**src/rtl/spi_cfg_pkg.sv**
```systemverilog
// Shared definitions for the SPI configuration master: frame geometry,
// peripheral register map, FSM state encoding and small helper functions.
package spi_cfg_pkg;

  localparam int FRAME_BITS = 16;

  // Register map of the SPI register peripheral
  localparam logic [6:0] ADDR_EN_OUT_7_0  = 7'd0;
  localparam logic [6:0] ADDR_EN_OUT_15_8 = 7'd1;
  localparam logic [6:0] ADDR_EN_PWM_7_0  = 7'd2;
  localparam logic [6:0] ADDR_EN_PWM_15_8 = 7'd3;
  localparam logic [6:0] ADDR_PWM_DUTY    = 7'd4;

  typedef enum logic [2:0] {
    ST_IDLE,
    ST_SETUP,
    ST_SHIFT,
    ST_HOLD,
    ST_GAP
  } state_t;

  // Width of a requester index; a single requester still needs one bit
  function automatic int idx_width(input int n);
    return (n > 1) ? $clog2(n) : 1;
  endfunction

  function automatic int max4(input int a, input int b, input int c, input int d);
    int m;
    m = a;
    if (b > m) m = b;
    if (c > m) m = c;
    if (d > m) m = d;
    return m;
  endfunction

  // Write frame, sent LSB first: write flag, address, then data
  function automatic logic [FRAME_BITS-1:0] build_frame(input logic [6:0] addr,
                                                        input logic [7:0] data);
    return {data, addr, 1'b1};
  endfunction

endpackage

```
**src/rtl/spi_cfg_master_rr_arbiter.sv**
```systemverilog
// Round-robin arbiter: grants the lowest pending index at or after the
// pointer (wrapping), and moves the pointer past the winner on accept.
module rr_arbiter
  import spi_cfg_pkg::*;
#(
  parameter int NUM_REQ = 2,
  localparam int IDX_W = idx_width(NUM_REQ)
) (
  input  logic               clk,
  input  logic               rst_n,
  input  logic [NUM_REQ-1:0] req,
  input  logic               enable,
  input  logic               accept,
  output logic [NUM_REQ-1:0] grant,
  output logic [IDX_W-1:0]   grant_idx,
  output logic               grant_vld
);

  localparam logic [IDX_W:0]   N_W  = (IDX_W+1)'(NUM_REQ);
  localparam logic [IDX_W-1:0] LAST = IDX_W'(NUM_REQ - 1);

  logic [IDX_W-1:0]   ptr_q;
  logic [NUM_REQ-1:0] req_rot;
  logic [IDX_W-1:0]   off;
  logic               found;
  logic [IDX_W:0]     sum;

  // Rotate requests so the pointer position lands at bit 0
  assign req_rot = NUM_REQ'({req, req} >> ptr_q);

  // Find first pending request after rotation and map it back to an index
  always_comb begin
    found = 1'b0;
    off   = '0;
    for (int i = NUM_REQ - 1; i >= 0; i--) begin
      if (req_rot[i]) begin
        found = 1'b1;
        off   = IDX_W'(i);
      end
    end
    sum = {1'b0, ptr_q} + {1'b0, off};
    if (sum >= N_W) sum = sum - N_W;
    grant_idx = sum[IDX_W-1:0];
    grant_vld = found && enable;
    grant     = grant_vld ? (NUM_REQ'(1) << grant_idx) : '0;
  end

  // Pointer moves just past the accepted requester
  always_ff @(posedge clk or negedge rst_n) begin
    if (!rst_n) begin
      ptr_q <= '0;
    end else if (accept && grant_vld) begin
      ptr_q <= (grant_idx == LAST) ? '0 : grant_idx + 1'b1;
    end
  end

endmodule

```
**src/rtl/spi_cfg_master.sv**
```systemverilog
// Arbitrated SPI mode-0 write master for the SPI register peripheral.
// Optional macro SPI_CFG_ADDR_CHECK_EN: grants carrying an address above
// MAX_ADDR are acknowledged with err instead of being framed.
module spi_cfg_master
  import spi_cfg_pkg::*;
#(
  parameter int NUM_REQ  = 2,
  parameter int CLK_DIV  = 4,
  parameter int CS_SETUP = 4,
  parameter int CS_HOLD  = 4,
  parameter int IDLE_GAP = 4,
  parameter int MAX_ADDR = 4
) (
  input  logic                 clk,
  input  logic                 rst_n,
  input  logic [NUM_REQ-1:0]   req_valid,
  input  logic [7*NUM_REQ-1:0] req_addr,
  input  logic [8*NUM_REQ-1:0] req_data,
  output logic [NUM_REQ-1:0]   req_ready,
  output logic                 busy,
  output logic                 done,
  output logic                 err,
  output logic                 sclk,
  output logic                 copi,
  output logic                 ncs
);

  localparam int IDX_W = idx_width(NUM_REQ);
  localparam int CNT_W = $clog2(max4(CLK_DIV, CS_SETUP, CS_HOLD, IDLE_GAP) + 1);

  localparam logic [CNT_W-1:0] SETUP_LAST = CNT_W'(CS_SETUP);
  localparam logic [CNT_W-1:0] DIV_LAST   = CNT_W'(CLK_DIV - 1);
  localparam logic [CNT_W-1:0] HOLD_LAST  = CNT_W'(CS_HOLD - 1);
  localparam logic [CNT_W-1:0] GAP_LAST   = CNT_W'(IDLE_GAP - 1);
  localparam logic [4:0]       LAST_BIT   = 5'(FRAME_BITS - 1);
  localparam logic [6:0]       MAX_ADDR_C = 7'(MAX_ADDR);

`ifdef SPI_CFG_ADDR_CHECK_EN
  localparam bit ADDR_CHECK = 1'b1;
`else
  localparam bit ADDR_CHECK = 1'b0;
`endif

  state_t                  state_q, state_d;
  logic [CNT_W-1:0]        cnt_q, cnt_d;
  logic [4:0]              bit_q, bit_d;
  logic [FRAME_BITS-1:0]   sh_q, sh_d;
  logic                    sclk_q, sclk_d, copi_q, copi_d, ncs_q, ncs_d;
  logic                    busy_q, busy_d, done_q, done_d, err_q, err_d;
  logic [NUM_REQ-1:0]      ready_q, ready_d;
  logic                    accept, arb_en, gnt_vld;
  logic [NUM_REQ-1:0]      gnt;
  logic [IDX_W-1:0]        gnt_idx;
  logic [6:0]              sel_addr;
  logic [7:0]              sel_data;

  // No grant in the cycle req_ready is shown: the winner still holds valid then
  assign arb_en = (state_q == ST_IDLE) && (ready_q == '0);

  rr_arbiter #(.NUM_REQ(NUM_REQ)) u_arb (
    .clk       (clk),
    .rst_n     (rst_n),
    .req       (req_valid),
    .enable    (arb_en),
    .accept    (accept),
    .grant     (gnt),
    .grant_idx (gnt_idx),
    .grant_vld (gnt_vld)
  );

  // Select address/data of the granted requester
  always_comb begin
    sel_addr = '0;
    sel_data = '0;
    for (int i = 0; i < NUM_REQ; i++) begin
      if (gnt_idx == IDX_W'(i)) begin
        sel_addr = req_addr[7*i +: 7];
        sel_data = req_data[8*i +: 8];
      end
    end
  end

  // Next-state and next-output logic for the frame sequencer
  always_comb begin
    state_d = state_q;
    cnt_d   = cnt_q;
    bit_d   = bit_q;
    sh_d    = sh_q;
    sclk_d  = sclk_q;
    copi_d  = copi_q;
    ncs_d   = ncs_q;
    busy_d  = busy_q;
    done_d  = 1'b0;
    err_d   = 1'b0;
    ready_d = '0;
    accept  = 1'b0;
    case (state_q)
      ST_IDLE: begin
        if (gnt_vld) begin
          ready_d = gnt;
          accept  = 1'b1;
          if (ADDR_CHECK && (sel_addr > MAX_ADDR_C)) begin
            err_d = 1'b1;
          end else begin
            sh_d    = build_frame(sel_addr, sel_data);
            state_d = ST_SETUP;
            cnt_d   = '0;
            busy_d  = 1'b1;
          end
        end
      end
      ST_SETUP: begin
        ncs_d  = 1'b0;
        copi_d = sh_q[0];
        if (cnt_q == SETUP_LAST) begin
          state_d = ST_SHIFT;
          sclk_d  = 1'b1;
          cnt_d   = '0;
          bit_d   = '0;
        end else begin
          cnt_d = cnt_q + 1'b1;
        end
      end
      ST_SHIFT: begin
        if (cnt_q == DIV_LAST) begin
          cnt_d = '0;
          if (sclk_q) begin
            // Falling edge: the only place copi may advance
            sclk_d = 1'b0;
            copi_d = sh_q[1];
            sh_d   = sh_q >> 1;
          end else if (bit_q == LAST_BIT) begin
            state_d = ST_HOLD;
          end else begin
            bit_d  = bit_q + 1'b1;
            sclk_d = 1'b1;
          end
        end else begin
          cnt_d = cnt_q + 1'b1;
        end
      end
      ST_HOLD: begin
        if (cnt_q == HOLD_LAST) begin
          ncs_d   = 1'b1;
          done_d  = 1'b1;
          copi_d  = 1'b0;
          state_d = ST_GAP;
          cnt_d   = '0;
        end else begin
          cnt_d = cnt_q + 1'b1;
        end
      end
      ST_GAP: begin
        if (cnt_q == GAP_LAST) begin
          state_d = ST_IDLE;
          busy_d  = 1'b0;
          cnt_d   = '0;
        end else begin
          cnt_d = cnt_q + 1'b1;
        end
      end
      default: state_d = ST_IDLE;
    endcase
  end

  // Control state and registered outputs
  always_ff @(posedge clk or negedge rst_n) begin
    if (!rst_n) begin
      state_q <= ST_IDLE;
      cnt_q   <= '0;
      bit_q   <= '0;
      sclk_q  <= 1'b0;
      copi_q  <= 1'b0;
      ncs_q   <= 1'b1;
      busy_q  <= 1'b0;
      done_q  <= 1'b0;
      err_q   <= 1'b0;
      ready_q <= '0;
    end else begin
      state_q <= state_d;
      cnt_q   <= cnt_d;
      bit_q   <= bit_d;
      sclk_q  <= sclk_d;
      copi_q  <= copi_d;
      ncs_q   <= ncs_d;
      busy_q  <= busy_d;
      done_q  <= done_d;
      err_q   <= err_d;
      ready_q <= ready_d;
    end
  end

  // Frame shift register is pure data and needs no reset
  always_ff @(posedge clk) begin
    sh_q <= sh_d;
  end

  assign req_ready = ready_q;
  assign busy      = busy_q;
  assign done      = done_q;
  assign err       = err_q;
  assign sclk      = sclk_q;
  assign copi      = copi_q;
  assign ncs       = ncs_q;

endmodule
```
**config.mk**
```make
export PLATFORM = sky130hd
export DESIGN_NAME = spi_cfg_master
export DESIGN_NICKNAME = d
export VERILOG_FILES = /design/src/rtl/spi_cfg_pkg.sv /design/src/rtl/spi_cfg_master_rr_arbiter.sv /design/src/rtl/spi_cfg_master.sv
export SDC_FILE = /design/constraint.sdc
export NUM_CORES = 1
export LEC_CHECK = 0
export BUFFER_PORTS_ARGS = -buffer_cell sky130_fd_sc_hd__buf_4
export CORE_MARGIN = 2
export CORE_UTILIZATION = 53
export CTS_CLUSTER_DIAMETER = 150
export CTS_CLUSTER_SIZE = 28
export DETAILED_ROUTE_END_ITERATION = 16
export PLACE_DENSITY = 0.77
export SYNTH_ARGS = -nofsm -noshare
export SYNTH_HDL_FRONTEND = slang
export SYNTH_SLANG_ARGS = --single-unit
```
**constraint.sdc**
```tcl
create_clock -name clk -period 2.8 [get_ports clk]
set_clock_uncertainty 0.1 [all_clocks]
set_input_delay 0.42 -clock clk [delete_from_list [all_inputs] [get_ports clk]]
set_output_delay 0.42 -clock clk [all_outputs]
set_load 0.01 [all_outputs]
```
======== Yosys cells after proc, flatten, opt, wreduce, memory -nomap -nowiden ========
Cells that the tools add are included.
W data, S select, Z words.
word-level totals
  bits of input ports ..................... 34
  word-level logic and storage cells ...... 102
  register bits ........................... 35
  output and inout bits ................... 8
operators by class
  shifts and indexed selects .............. 2
  order comparisons ....................... 1
  eq/ne operators ......................... 16
  reduce and logical (&&, ||, !) cells .... 20
  $add $sub $neg .......................... 5
  mux-type cells .......................... 47
operators with widths
  cell                   count
  $mux W16               3
  $pmux W16 S2           1
  $mux W3                10
  $mux W5                4
  $mux W1                18
  $ne A2 B2 Y1 const B   8
  $pmux W3 S5            1
  $pmux W5 S2            1
  $eq A3 B2 Y1 const B   3
  $pmux W3 S3            1
  $mux W8                1
  $reduce_and A4 Y1      2
  $reduce_bool A2 Y1     4
  $mux W7                1
  $reduce_and A7 Y1      1
  $eq A3 B3 Y1 const B   2
  $pmux W1 S2            3
  $reduce_and A3 Y1      2
  $reduce_bool A3 Y1     2
  $add A5 B1 Y5 const B  1
  $eq A5 B4 Y1 const B   1
  $reduce_and A5 Y1      1
  $mux W2                2
  $reduce_and A2 Y1      2
  14 further kinds       16

======== Depth between registers and ports, before layout ========
  word-level depth ........................ 9
  mapped depth ............................ 7

======== Cells and area by module ========
From an unflattened synthesis, not the netlist that was laid out.
second synthesis, totals
  cells, all modules ...................... 190
  area total of the unflattened synthesis .. 1943.1 um2
modules (own cells, without submodules)
  module          area each (um2)  seq. area each (um2)  cells each  times used
  spi_cfg_master  1861.8           932.1                 181         1
  rr_arbiter      81.3             25.0                  9           1

======== Worst setup path after synthesis ========
No wires, ideal clock.
  path kind ............................... register to register
  from .................................... register cnt_q[1]
  to ...................................... register sh_q[0] (enable)
  slack ................................... 0.858 ns
  library setup time ...................... 0.375 ns
  cell stages (with the launch flop) ...... 5
  data arrival time ....................... 1.468 ns
  period minus slack after synthesis ...... 1.942 ns
  buffers on the path ..................... 1
  cells stage by stage .................... dfrtp_1 ha_1 ha_1 clkbuf_1 a32o_1
on the way
  longest elaborated chain between the ends .. 3
RTL lines
  what                                line                   text
  start, declared                     spi_cfg_master.sv:45   logic [CNT_W-1:0] cnt_q, cnt_d;
  start signal, assigned              spi_cfg_master.sv:181  cnt_q <= cnt_d;
  $eq A3 B2 Y1                        spi_cfg_master.sv:125  if (cnt_q == DIV_LAST) begin
  $ne A2 B2 Y1 (no source line)       -
  $reduce_and A4 Y1 (no source line)  -
  end signal, assigned                spi_cfg_master.sv:195  sh_q <= sh_d;
  end, declared                       spi_cfg_master.sv:47   logic [FRAME_BITS-1:0] sh_q, sh_d;
Every way passes these cells.
A chain may end at the register's enable or synchronous reset.

======== Final worst setup path ========
  from .................................... register cnt_q[1]
  to ...................................... register sh_q[10] (enable)
Same word-level chain as after synthesis.

==> impl_metrics.toml <==
[critical_path]
worstSetupPathType = "reg2reg"
cp-end-kind = "flop"
r2r_start = "cnt_q[1]"
cp_data_arrival_time_ns = 2.01
cp_max_fo = 16
ff2ff_setup_slack_ns = 0.66
r2r-end = "sh_q[10]"
ff2ff_path_depth = 3
cp-start-kind = "flop"
crit_required_ns = 2.67
critPathLaunch = "cnt_q[1]"

[grt]
antenna_found_initial = 0
grt_start_max_net_pins = 35
first_global_vias = 1378
grt_usage_pct = 19.9
grt.overflow.total = 0
grt_pass1_wl_um = 6050

[clocking]
cts_buffers = 5
htreeDepth = 2
cts_resized = 0
root_buffer = "clkbuf_4"
worstSkewPairLatency_ns = 0.34
cts_tree = "built"
clk_path_buf_depth = 2
cts_sinks = 35
clkTransAtPathRegs_ns = 0.11

[synthesis]
synth_cell_types = 40
synth_area_sq_mm = 0.00186
synth.top_cell.area_share_pct = 25.9
synth-edff-count = 16
yosys.area.top_type = "edfxtp_1"
ys_top_cells_by_area = "edfxtp_1 (26%), dfrtp_1 (24%), mux2i_1 (8.1%)"
syn_nets = 216
synth_ff_type = "dfrtp_1"
synthesis.instances = 176
synthArstFlopShare_pct = 54.3
yosysWarnings = 0
ys_ff_latch = 35
synth_area_per_cell_sq_um = 10.6
ys_seq_area_share_pct = 51.5

[final_layout]
drive_above_1_share_pct = 26.4
post-route-util_pct = 66.2
layout_commonest_cell = "buf_4"
syn_to_final_growth_pct = 19.9
multi_input_area_sq_um = 807
diodes = 0
num-fill-cells = 296
fin_cells = 262
regArea_sq_um = 957
nets = 255
layout_common_cells = "buf_4 (41), nand2_1 (23), dfrtp_1 (18), o21ai_0 (17), edfxtp_1 (16)"

[timing]
rsz0062_at_grt = "no"
setup_viol = 0
hold_viol = 0
worst_pin_slew_ns = 0.918
tns_ns = 0
max_freq_ghz = 0.468
period_share_pct = 76.3
slew_violations = 0
slew_headroom_pct = 38.8
min_period_ns = 2.14

[floorplan]
start_util_pct = 55.2
die_h_um = 63.2
rows = 21
die_w_um = 63.2
core_region_area_sq_mm = 0.00336
io-pin-count = 42
dieArea_sq_mm = 0.00400

[run_status]
status = "finished, final reports clean"

[power]
switching_share_pct = 22.8
p_clk_share_pct = 31.1
power_mw = 0.869
p_comb_share_pct = 7.6
power_density_mw_per_mm2 = 390
pwr-share-seq_pct = 61.4
p_int_mw = 0.671
peakVddDrop_mv = 0.269
p_sw_mw = 0.198
leakage_nw = 1.00

[detailed_routing]
wl_per_cell_um = 13.7
ant_nets = 0
vias = 1466
firstDrtPassIters = 4
wl_um = 3580
drtIter0Drc = 114
vias_per_cell = 5.60
drc_errors = 0

[hold_path]
min_to = "req_ready[0]"
hold_path_depth = 2
hp-class = "in2reg"
hold_start = "req_valid[1]"

[placement]
dp_hpwl_um = 2710
port_buffers = 40
place_congestion = 0.840
dp_cells = 253

[run]
drv_cap = 0
==> layer usage <==
layer	wire length, um	track usage, %	part of all wire [%]	vias to the layer above
li1	-	-	-	704
met1	1440	23.7	40	711
met2	1850	33.4	52	42
met3	232	7.32	6.5	9
met4	65	6.52	1.8	0
met5	0	0	0	-
==> sequential cells by signal, indices dropped and copies added, names as in the netlist <==
name,cells
ncs,1
req_ready,2
done,1
cnt_q,3
sh_q,16
u_arb.ptr_q,1
sclk,1
copi,1
busy,1
state_q,3
bit_q,5
==> cell families after synthesis <==
| kind of cell | after synthesis | share of synthesized area [%] |
|---|---|---|
| simple gates | 57 | 15.9 |
| xor+xnor | 2 | 0.943 |
| mux | 19 | 10.5 |
| buf+inv | 19 | 5.05 |
| flops | 35 | 51.5 |
| fa+ha+maj | 7 | 4.58 |
| other cells | 1 | 0.202 |
| compound gates | 36 | 11.3 |
==> final cells by class <==
class / instances / share of cell area (%)
inverter: 9 / 1.52
sequential: 35 / 43.0
multi-input combinational: 122 / 36.2
tap: 46 / 2.58
clock inverter: 2 / 0.562
clock buffer: 6 / 1.85
timing repair buffer: 42 / 14.3
==> metrics by stage <==
stage | area, sq um | hold WS, ns | setup slack [ns]
6_report | 2230 | 0.175 | 0.664
5_1_grt | 2230 | 0.147 | 0.529
4_1_cts | 2230 | 0.166 | 0.687
3_5_place_dp | 2160 | 0.207 | 0.662
3_3_place_gp | 2160 | 0.201 | 0.740
2_1_floorplan | 1860 | 0.0244 | 0.858
==> synth_stat cells, types with 2 or more instances <==
cell / instances
a21oi_1: 8
a22o_1: 2
a31oi_1: 2
a32o_1: 2
and3_1: 4
buf_2: 3
buf_6: 2
clkbuf_1: 4
dfrtp_1: 18
edfxtp_1: 16
ha_1: 6
inv_1: 9
mux2_2: 4
mux2i_1: 15
nand2_1: 23
nand2b_1: 2
nand4_1: 2
nor2_1: 12
nor3_1: 3
o21ai_0: 17
o22ai_1: 2
xor2_1: 2
==> power by group through the flow <==
stage | sequential (mW) | combinational (mW) | clock (mW)
2_1_floorplan | 0.544 | 0.0236 | 0
3_3_place_gp | 0.544 | 0.0623 | 0
3_5_place_dp | 0.544 | 0.0657 | 0
4_1_cts | 0.533 | 0.0669 | 0.274
5_1_grt | 0.533 | 0.0722 | 0.308
6_report | 0.533 | 0.0657 | 0.270
==> how the worst max path moves through the flow <==
stage                to
2_1_floorplan   sh_q[0]
3_3_place_gp   sh_q[11]
3_5_place_dp   sh_q[13]
4_1_cts        sh_q[10]
5_1_grt        sh_q[10]
6_report       sh_q[10]
==> critical path, stage by stage, from the launching register on <==
cell and delay [ns]:
dfrtp_1 0.39, ha_1 0.18, ha_1 0.36, a32o_1 0.74
==> what timing repair did <==
action,4_1_cts,5_1_grt
hold endpoints to repair,18,0
buffers inserted,0,0
hold buffers,1,0
Note: power is estimated with default switching activity, not from simulation.
